### config.mk
export PLATFORM = sky130hd
export DESIGN_NAME = i2c_reg_sequencer
export DESIGN_NICKNAME = d
export VERILOG_FILES = /design/src/rtl/i2c_reg_sequencer_pkg.sv /design/src/rtl/i2c_reg_sequencer_rr.sv /design/src/rtl/i2c_reg_sequencer.sv
export SDC_FILE = /design/constraint.sdc
export NUM_CORES = 1
export LEC_CHECK = 0
export CAP_MARGIN = 40
export CORE_MARGIN = 2
export CORE_UTILIZATION = 30
export CTS_CLUSTER_SIZE = 14
export DETAILED_ROUTE_END_ITERATION = 12
export HOLD_SLACK_MARGIN = 0.05
export SLEW_MARGIN = 20
export SYNTH_ARGS = -nofsm -noshare
export SYNTH_HDL_FRONTEND = slang
export SYNTH_SLANG_ARGS = --single-unit
### constraint.sdc
create_clock -name clk -period 2.85 [get_ports clk]
set_clock_uncertainty 0.15 [all_clocks]
set_input_delay 0.57 -clock clk [delete_from_list [all_inputs] [get_ports clk]]
set_output_delay 0.57 -clock clk [all_outputs]
set_load 0.05 [all_outputs]
### src/rtl/i2c_reg_sequencer_pkg.sv
// i2c_reg_sequencer_pkg
// Shared I2C constants for the register sequencer: engine command codes,
// sequencer state codes and small helpers that map a sequencer state to
// the command/byte it presents to the byte engine.
package i2c_reg_sequencer_pkg;

  // Commands understood by the I2C byte engine.
  typedef enum logic [2:0] {
    CMD_NOP       = 3'd0,
    CMD_START     = 3'd1,
    CMD_RESTART   = 3'd2,
    CMD_WRITE     = 3'd3,
    CMD_READ_ACK  = 3'd4,
    CMD_READ_NACK = 3'd5,
    CMD_STOP      = 3'd6
  } eng_cmd_e;

  // Sequencer states; every state between IDLE and FIN issues one command.
  typedef enum logic [3:0] {
    ST_IDLE   = 4'd0,
    ST_START  = 4'd1,
    ST_DEVW   = 4'd2,
    ST_REG    = 4'd3,
    ST_DATA   = 4'd4,
    ST_RSTART = 4'd5,
    ST_DEVR   = 4'd6,
    ST_READ   = 4'd7,
    ST_STOP   = 4'd8,
    ST_FIN    = 4'd9
  } seq_state_e;

  localparam logic ADDR_WR = 1'b0;
  localparam logic ADDR_RD = 1'b1;

  // Address byte on the wire: 7-bit slave address followed by the R/W bit.
  function automatic logic [7:0] addr_byte(input logic [6:0] dev, input logic rd);
    return {dev, rd};
  endfunction

  // Engine command presented while the sequencer sits in a given state.
  function automatic eng_cmd_e state_cmd(input seq_state_e st);
    eng_cmd_e c;
    case (st)
      ST_START:  c = CMD_START;
      ST_DEVW:   c = CMD_WRITE;
      ST_REG:    c = CMD_WRITE;
      ST_DATA:   c = CMD_WRITE;
      ST_RSTART: c = CMD_RESTART;
      ST_DEVR:   c = CMD_WRITE;
      ST_READ:   c = CMD_READ_NACK;
      ST_STOP:   c = CMD_STOP;
      default:   c = CMD_NOP;
    endcase
    return c;
  endfunction

  // Byte presented on eng_tx in a given state; zero for non-WRITE commands.
  function automatic logic [7:0] state_tx(input seq_state_e st, input logic [6:0] dev,
                                          input logic [7:0] regad, input logic [7:0] wdat);
    logic [7:0] b;
    case (st)
      ST_DEVW: b = addr_byte(dev, ADDR_WR);
      ST_REG:  b = regad;
      ST_DATA: b = wdat;
      ST_DEVR: b = addr_byte(dev, ADDR_RD);
      default: b = 8'h00;
    endcase
    return b;
  endfunction

  // States whose command is a WRITE and therefore reports a slave ACK/NACK.
  function automatic logic is_write_state(input seq_state_e st);
    logic w;
    case (st)
      ST_DEVW, ST_REG, ST_DATA, ST_DEVR: w = 1'b1;
      default:                          w = 1'b0;
    endcase
    return w;
  endfunction

endpackage

### src/rtl/i2c_reg_sequencer_rr.sv
// i2c_rr_arbiter
// Two-requester round-robin arbiter with a registered one-hot grant.
// Ports:
//   clk, reset  - clock, synchronous active-low reset
//   req[1:0]    - request levels
//   take        - sample pick into gnt this cycle (sequencer idle)
//   clear       - drop gnt this cycle (transaction finished)
//   pick[1:0]   - combinational winner for the current requests
//   gnt[1:0]    - registered one-hot grant
module i2c_rr_arbiter (
  input  logic       clk,
  input  logic       reset,
  input  logic [1:0] req,
  input  logic       take,
  input  logic       clear,
  output logic [1:0] pick,
  output logic [1:0] gnt
);

  // Index of the requester served most recently; 1 after reset so that
  // requester 0 wins the first tie.
  logic last_r;

  // Winner selection: a lone request wins, a tie goes to the one not served last.
  always_comb begin
    pick = 2'b00;
    case (req)
      2'b01:   pick = 2'b01;
      2'b10:   pick = 2'b10;
      2'b11:   pick = last_r ? 2'b01 : 2'b10;
      default: pick = 2'b00;
    endcase
  end

  // Grant and last-served registers.
  always_ff @(posedge clk) begin
    if (!reset) begin
      gnt    <= 2'b00;
      last_r <= 1'b1;
    end else if (clear) begin
      gnt    <= 2'b00;
    end else if (take && (pick != 2'b00)) begin
      gnt    <= pick;
      last_r <= pick[1];
    end
  end

endmodule

### src/rtl/i2c_reg_sequencer.sv
// i2c_reg_sequencer
// Arbitrates two register-access requesters and sequences one I2C register
// read or write per grant through a byte-level I2C engine.
// Ports:
//   clk, reset              - clock, synchronous active-low reset
//   req/rw/dev/reg/wdat 0,1 - requester transaction (level request held until done)
//   gnt[1:0]                - one-hot grant, stable for the whole transaction
//   done[1:0], err          - one-cycle completion pulse per requester, err with it
//   rdata[7:0]              - last read result
//   eng_cmd/eng_valid/eng_tx- command to the byte engine
//   eng_done/eng_rx/eng_ack - engine completion pulse, read byte, ACK (0=ACK)
module i2c_reg_sequencer
  import i2c_reg_sequencer_pkg::*;
#(
  parameter logic [15:0] TIMEOUT = 16'd50000
) (
  input  logic       clk,
  input  logic       reset,
  input  logic       req0,
  input  logic       req1,
  input  logic       rw0,
  input  logic       rw1,
  input  logic [6:0] dev0,
  input  logic [6:0] dev1,
  input  logic [7:0] reg0,
  input  logic [7:0] reg1,
  input  logic [7:0] wdat0,
  input  logic [7:0] wdat1,
  output logic [1:0] gnt,
  output logic [1:0] done,
  output logic [7:0] rdata,
  output logic       err,
  output logic [2:0] eng_cmd,
  output logic       eng_valid,
  output logic [7:0] eng_tx,
  input  logic       eng_done,
  input  logic [7:0] eng_rx,
  input  logic       eng_ack
);

  seq_state_e  state_r;
  seq_state_e  next_s;
  logic        rw_r;
  logic [6:0]  dev_r;
  logic [7:0]  regad_r;
  logic [7:0]  wdat_r;
  logic        err_flag_r;
  logic [15:0] timer_r;
  logic [1:0]  pick_s;
  logic        take_s;
  logic        clear_s;

  assign take_s  = (state_r == ST_IDLE);
  assign clear_s = (state_r == ST_FIN);

  i2c_rr_arbiter u_arb (
    .clk   (clk),
    .reset (reset),
    .req   ({req1, req0}),
    .take  (take_s),
    .clear (clear_s),
    .pick  (pick_s),
    .gnt   (gnt)
  );

  // Successor of a command state after a successful (ACKed) completion.
  always_comb begin
    next_s = ST_IDLE;
    case (state_r)
      ST_START:  next_s = ST_DEVW;
      ST_DEVW:   next_s = ST_REG;
      ST_REG:    next_s = rw_r ? ST_RSTART : ST_DATA;
      ST_DATA:   next_s = ST_STOP;
      ST_RSTART: next_s = ST_DEVR;
      ST_DEVR:   next_s = ST_READ;
      ST_READ:   next_s = ST_STOP;
      ST_STOP:   next_s = ST_FIN;
      default:   next_s = ST_IDLE;
    endcase
  end

  // Sequencer FSM with registered engine interface and completion outputs.
  // eng_cmd/eng_tx are loaded on the edge that enters a state, so they are
  // stable across the one idle (eng_valid=0) cycle that opens every state
  // and for the whole time eng_valid is high.
  always_ff @(posedge clk) begin
    if (!reset) begin
      state_r    <= ST_IDLE;
      rw_r       <= 1'b0;
      dev_r      <= 7'h00;
      regad_r    <= 8'h00;
      wdat_r     <= 8'h00;
      err_flag_r <= 1'b0;
      timer_r    <= 16'd0;
      done       <= 2'b00;
      err        <= 1'b0;
      rdata      <= 8'h00;
      eng_valid  <= 1'b0;
      eng_cmd    <= CMD_NOP;
      eng_tx     <= 8'h00;
    end else begin
      done <= 2'b00;
      err  <= 1'b0;
      case (state_r)
        ST_IDLE: begin
          if (pick_s != 2'b00) begin
            rw_r       <= pick_s[1] ? rw1   : rw0;
            dev_r      <= pick_s[1] ? dev1  : dev0;
            regad_r    <= pick_s[1] ? reg1  : reg0;
            wdat_r     <= pick_s[1] ? wdat1 : wdat0;
            err_flag_r <= 1'b0;
            state_r    <= ST_START;
            eng_cmd    <= CMD_START;
            eng_tx     <= 8'h00;
          end
        end
        ST_FIN: begin
          state_r <= ST_IDLE;
        end
        default: begin
          if (!eng_valid) begin
            // Opening gap cycle of the state: raise the command.
            eng_valid <= 1'b1;
            timer_r   <= 16'd0;
          end else if (eng_done) begin
            eng_valid <= 1'b0;
            timer_r   <= 16'd0;
            if (is_write_state(state_r) && eng_ack) begin
              // NACKed byte: skip the remaining bytes and close the bus.
              err_flag_r <= 1'b1;
              state_r    <= ST_STOP;
              eng_cmd    <= state_cmd(ST_STOP);
              eng_tx     <= 8'h00;
            end else begin
              if (state_r == ST_READ) begin
                rdata <= eng_rx;
              end
              if (state_r == ST_STOP) begin
                done <= gnt;
                err  <= err_flag_r;
              end
              state_r <= next_s;
              eng_cmd <= state_cmd(next_s);
              eng_tx  <= state_tx(next_s, dev_r, regad_r, wdat_r);
            end
          end else if (timer_r == (TIMEOUT - 16'd1)) begin
            // Engine hung: abandon the transaction without a STOP.
            eng_valid  <= 1'b0;
            timer_r    <= 16'd0;
            err_flag_r <= 1'b1;
            state_r    <= ST_FIN;
            eng_cmd    <= CMD_NOP;
            eng_tx     <= 8'h00;
            done       <= gnt;
            err        <= 1'b1;
          end else begin
            timer_r <= timer_r + 16'd1;
          end
        end
      endcase
    end
  end

endmodule

Word level (Yosys, flattened, before mapping)

Memory sizes are Yosys's and may differ from the RTL's.
Cells that the tools add are included.

Bits of input ports: 62
Register bits: 71
Memories kept: 1
Output and inout bits: 25
Memory bits (read-only): 48

Memory list:

| name            | depth | width | read ports | clocked after memory_dff | wr ports | line                        | text |
|---|---|---|---|---|---|---|---|
| (no name shown) | 16    | 3     | 1          | 0                        | 0        | i2c_reg_sequencer_pkg.sv:43 | `case (st)` |

Bitwise operators: 5
Multiplexer cells: 52
Add/sub/neg operators: 1
Equal/unequal tests: 19
Reduce and logical (&&, ||, !) cells: 19

Operator list:

| operator                                             | number |
|---|---|
| 2-to-1 mux 8 bit                                     | 7 |
| 2-to-1 mux 16 bit                                    | 3 |
| one-hot mux 8 bit (4 select lines)                   | 1 |
| one-hot mux 4 bit (7 select lines)                   | 1 |
| equality test 4 x 3 -> 1 bit (second input constant) | 6 |
| 2-to-1 mux 4 bit                                     | 5 |
| 2-to-1 mux 1 bit                                     | 19 |
| adder 16 x 1 -> 16 bit (second input constant)       | 1 |
| equality test 16 bit (second input constant)         | 1 |
| equality test 4 x 2 -> 1 bit (second input constant) | 4 |
| one-hot mux 8 bit (2 select lines)                   | 1 |
| 2-to-1 mux 3 bit                                     | 5 |
| 2-to-1 mux 2 bit                                     | 5 |
| AND reduction 5 bit                                  | 2 |
| equality test 4 bit (second input constant)          | 2 |
| one-hot mux 4 bit (2 select lines)                   | 1 |
| OR reduction 4 bit                                   | 2 |
| 2-to-1 mux 7 bit                                     | 1 |
| one-hot mux 2 bit (3 select lines)                   | 1 |
| one-hot mux 3 bit (2 select lines)                   | 1 |
| nonzero test 3 bit                                   | 2 |
| OR reduction 2 bit                                   | 3 |
| inverter 1 bit                                       | 5 |
| equality test 2 bit (second input constant)          | 2 |
| other kinds (12)                                     | 15 |

Longest topological paths before layout

Depth in word-level cells: 12
Depth in mapped cells: 7

Cells and area by module

A second synthesis with hierarchy kept.

Cell total of the unflattened synthesis: 391
Area total of the unflattened synthesis: 3454.6 um^2

Modules (own cells, without submodules):

| module            | cells each | area an instance (um^2) | times used |
|---|---|---|---|
| i2c_reg_sequencer | 375        | 3319.4                  | 1 |
| i2c_rr_arbiter    | 16         | 135.1                   | 1 |

Least setup slack after synthesis

OpenSTA, ideal clock, no wires.

Path kind: register to register
Start point: register timer_r[0]
End point: register timer_r[10]
Required time: 2638 ps
Library setup time: 62 ps
Path slack: 834 ps
Arrival: 1804 ps
Cell stages (with the launch flop): 7
Cells stage by stage: dfxtp_1 ha_1 and4b_4 a41oi_4 nand4_2 or4_1 nand3_1

Word-level cells in the longest chain between the ends: 4
Elaborated cells between the ends (all ways): 5

RTL lines:

| item                                                                  | line                                               | text |
|---|---|---|
| from (decl)                                                           | i2c_reg_sequencer.sv:48                            | `logic [15:0] timer_r;` |
| from (signal assigned)                                                | i2c_reg_sequencer.sv:157                           | `timer_r <= timer_r + 16'd1;` |
| adder 16 x 1 -> 16 bit / equality test 16 bit (equally long branches) | i2c_reg_sequencer.sv:157, i2c_reg_sequencer.sv:146 |  |
| 2-to-1 mux 16 bit *                                                   | i2c_reg_sequencer.sv:146                           | `end else if (timer_r == (TIMEOUT - 16'd1)) begin` |
| 2-to-1 mux 16 bit *                                                   | i2c_reg_sequencer.sv:125                           | `end else if (eng_done) begin` |
| 2-to-1 mux 16 bit *                                                   | i2c_reg_sequencer.sv:121                           | `if (!eng_valid) begin` |

Every way passes the cells marked *; elsewhere a longest branch is shown, timed or not.
A chain may end at the register's enable or synchronous reset.

Worst setup path in the final report

Start point: register timer_r[0]
End point: register eng_cmd[1]

Word-level cells in the longest chain between the ends: 3

RTL lines:

| item                          | line                     | text |
|---|---|---|
| equality test 16 bit          | i2c_reg_sequencer.sv:146 |  |
| nonzero test 3 bit (no line)  | --                       |  |
| AND reduction 4 bit (no line) | --                       |  |
| to (signal assigned)          | i2c_reg_sequencer.sv:132 | `eng_cmd <= state_cmd(ST_STOP);` |
| to (signal assigned)          | i2c_reg_sequencer.sv:143 | `eng_cmd <= state_cmd(next_s);` |
| to (decl)                     | i2c_reg_sequencer.sv:33  | `output logic [2:0] eng_cmd,` |

Every way passes these cells.

==> impl_results.md <==
* I/O pins at between 80 and 90
* Final period util at 0.7946
* EDFF count, synth at 0
* Pin count of the biggest net entering global routing at 50
* Routability congestion estimate at 0.8272
* Period minus WS final at 2.265 ns
* Vias in the first global route at 3,330
* Root Driver: clkbuf_16
* H-tree depth at 3
* First-pass GRT wire length at about 16,000 um
* Via count at around 3,400
* Starting density of the core at 0.3080
* FP Rows at 40
* N_diodes at 0
* Critical Path RT at 2.97 ns
* Final Hold Vio Count at 0
* CP startpoint kind: flip-flop
* Clock sink count at between 70 and 80
* Final total power at roughly 3.7 mW
* Hold-fix buffers, CTS at 0
* Fmax at approximately 0.44 GHz
* GRT Overall Usage at 0.1535
* Synth top area cells: dfxtp_1 (38%), mux2i_1 (8.7%), a211oi_1 (5.7%), nor2_1 (5.6%), nand2_1 (2.8%)
* Layout net count at between 500 and 600
* Final setup violation count at 0
* Critical path type: flip-flop to flip-flop
* Count of cell types in the netlist at 73
* Count of input and output buffers at between 80 and 90
* Clk buf depth at 2
* Clk slew on worst S/H paths at roughly 0.060 ns
* Switching power at around 1.2 mW
* TNS Setup at 0 ns
* Fraction of layout cells with a size suffix above 1 at 0.1140
* Initial antenna violation count at 0
* Outcome: finished clean
* Internal power at 2.471 mW
* Register share of total power at 0.342
* Pre-CTS setup slack at between 0.2 and 0.3 ns
* DP HPWL at 7230 um
* WL per Instance at 15.04 um
* Routed Antenna Nets at 0
* Die X at 115.1 um
* Comb power frac at 0.304
* Router iterations before antenna repair at 4
* Iteration-0 DRC Markers at around 140
* Crit. End Element: flip-flop
* HP Class: flip-flop to flip-flop
* Sequential-to-total area share from yosys stat at 0.3842
* Post-CTS Setup Inserts at 0
* Vias per inst at between 5 and 6
* Clock Latency Late Sink at 0.33 ns
* Final instance area at between 0.005 and 0.006 mm2
* Clk pwr share at 0.354
* Core Footprint at 0.01201 mm2
* Drc violations at 0
* CTS buffer count at 9
* Total wire length at just under 10,000 um
* Post-Syn Instances at between 400 and 500
* Pleak at between 1.5 and 2 nW
* Slew @ Worst Pin at 0.5939 ns
* VDD IR max at ~0.34 mV
* Relative slew slack at 0.6010
* Syn. warnings at 0
* Yosys top cell by area: dfxtp_1
* Crit path DAT at ~2.4 ns
* Worst hold slack at between 0.3 and 0.4 ns
* Slew Viols, Final at 0
* Layout area overhead at 36.63%
* Seq cells post-synth at 71
* Crit path max fanout at 11
* Synth async-reset ratio at 0
* Post-Place Cell Area at around 0.0047 mm2
* Max-cap viol count at 0
* Cts repair resizes at 0
* Syn_area_per_cell at roughly 8.9 um2
* Setup WS post-layout at approximately 0.59 ns
* Synth Flop Type: dfxtp_1
* CTS tree: built
* Post-Syn Nets at 477
* Net Sw Frac at 0.3312
* P per Cell Area at 731.0 mW/mm2
* Mapped Area at approximately 0.0037 mm2
* Post-synth top area share at 0.3842
* Total gr overflow at 0
* RSZ-0062 raised after global routing: false
* Die height at around 120 um
* Die ar. at 0.01324 mm2
-- kinds of logic after synthesis --
logic type	Yosys count	share of synthesized area
and+or+nand+nor	161	0.2428
AOI/OAI and AO/OA	110	0.2266
DFF	71	0.3842
buffers and inverters	38	0.05343
muxes	33	0.08962
adders and majority gates	1	0.003381
-- cell usage in the layout (no fill, tap or decap), drive strengths merged, types with 4 or more instances in the layout --
cell type,Yosys,routed
a22oi,7,7
nor4,5,5
nor2b,6,6
inv,9,10
nand4,5,5
nand3,19,19
o21ai,15,15
or4,4,4
nor2,55,55
nand2,28,28
o2bb2ai,9,9
a21oi,14,14
and3,7,7
nor3,7,7
a2bb2oi,7,7
buf,18,13
clkbuf,11,9
a21o,6,6
mux2i,32,32
a211oi,29,29
clkdlybuf4s50,0,86
dfxtp,71,71
-- per-layer routing --
layer	track usage	part of all wire	routed length [um]	vias up
met5	0	0	0	-
met4	0.05221	0.013	124	0
met3	0.03954	0.060	581	8
met2	0.2553	0.48	4695	101
met1	0.1937	0.45	4333	1549
li1	-	-	-	1706
-- cell usage after synthesis (3+ instances only) --
cell / n
a21oi_1: 14
o2bb2ai_1: 9
nor2_1: 55
or4_1: 4
a21o_1: 6
inv_2: 3
buf_2: 12
nand2b_1: 3
a2bb2oi_1: 7
clkbuf_1: 8
a31oi_1: 3
nand2_1: 28
o21ai_0: 13
a211oi_1: 28
inv_1: 6
nor3_1: 5
dfxtp_1: 71
nor2b_1: 5
nand3_1: 18
mux2i_1: 32
nand4_1: 4
a22oi_1: 7
and3_1: 5
nor4_1: 4
nor3b_1: 3
-- state kept, by name, indices dropped and copies added (netlist names) --
signal        cells
done              2
wdat_r            8
rw_r              1
rdata             8
timer_r          16
eng_valid         1
eng_tx            8
u_arb.last_r      1
eng_cmd           3
u_arb.gnt         2
state_r           4
dev_r             7
err_flag_r        1
regad_r           8
err               1
-- per-stage QoR --
step           utilization  cells
3_3_place_gp        0.3921    631
6_report            0.4208    647
3_5_place_dp        0.3921    631
5_1_grt             0.4208    647
2_1_floorplan            -    414
4_1_cts             0.4208    647
-- layout make-up --
type                            instances  area (um2)
Clock buffer                            9       225.2
Inverter                                9       33.78
Clock inverter                          7       120.1
Fill cell                            1183        6957
Tap cell                              147       183.9
Multi-Input combinational cell        305        2100
Timing Repair Buffer                   99       970.9
Sequential cell                        71        1421
-- path summary, 6_finish.rpt --
kind / from / to / slack, ns / cells after the start
setup / recovery: timer_r[0]$_SDFFE_PN0N_ / eng_cmd[1]$_SDFFE_PN0P_ / 0.59 / 6
hold / removal: eng_cmd[2]$_SDFFE_PN0P_ / eng_cmd[2]$_SDFFE_PN0P_ / 0.32 / 1
setup reg to reg: timer_r[0]$_SDFFE_PN0N_ / eng_cmd[1]$_SDFFE_PN0P_ / 0.59 / 6
hold reg to reg: eng_cmd[2]$_SDFFE_PN0P_ / eng_cmd[2]$_SDFFE_PN0P_ / 0.32 / 1
-- power groups by stage --
| stage | clock [mW] | sequential, mW | combinational [mW] |
|---|---|---|---|
| after global placement | 0 | 1.28 | 1.11 |
| after detailed placement | 0 | 1.28 | 1.13 |
| after floorplan | 0 | 1.30 | 0.771 |
| after CTS | 1.33 | 1.26 | 1.13 |
| final | 1.31 | 1.26 | 1.12 |
| after global routing | 1.38 | 1.28 | 1.25 |
-- critical path, stage by stage (launching register included) --
cell	delay, ns
dfxtp_1	0.34
ha_1	0.25
and4b_4	0.21
a41oi_4	0.35
nor2b_4	0.14
a211oi_4	0.53
a22o_1	0.23
No activity file was read; power rests on OpenSTA's default activity.
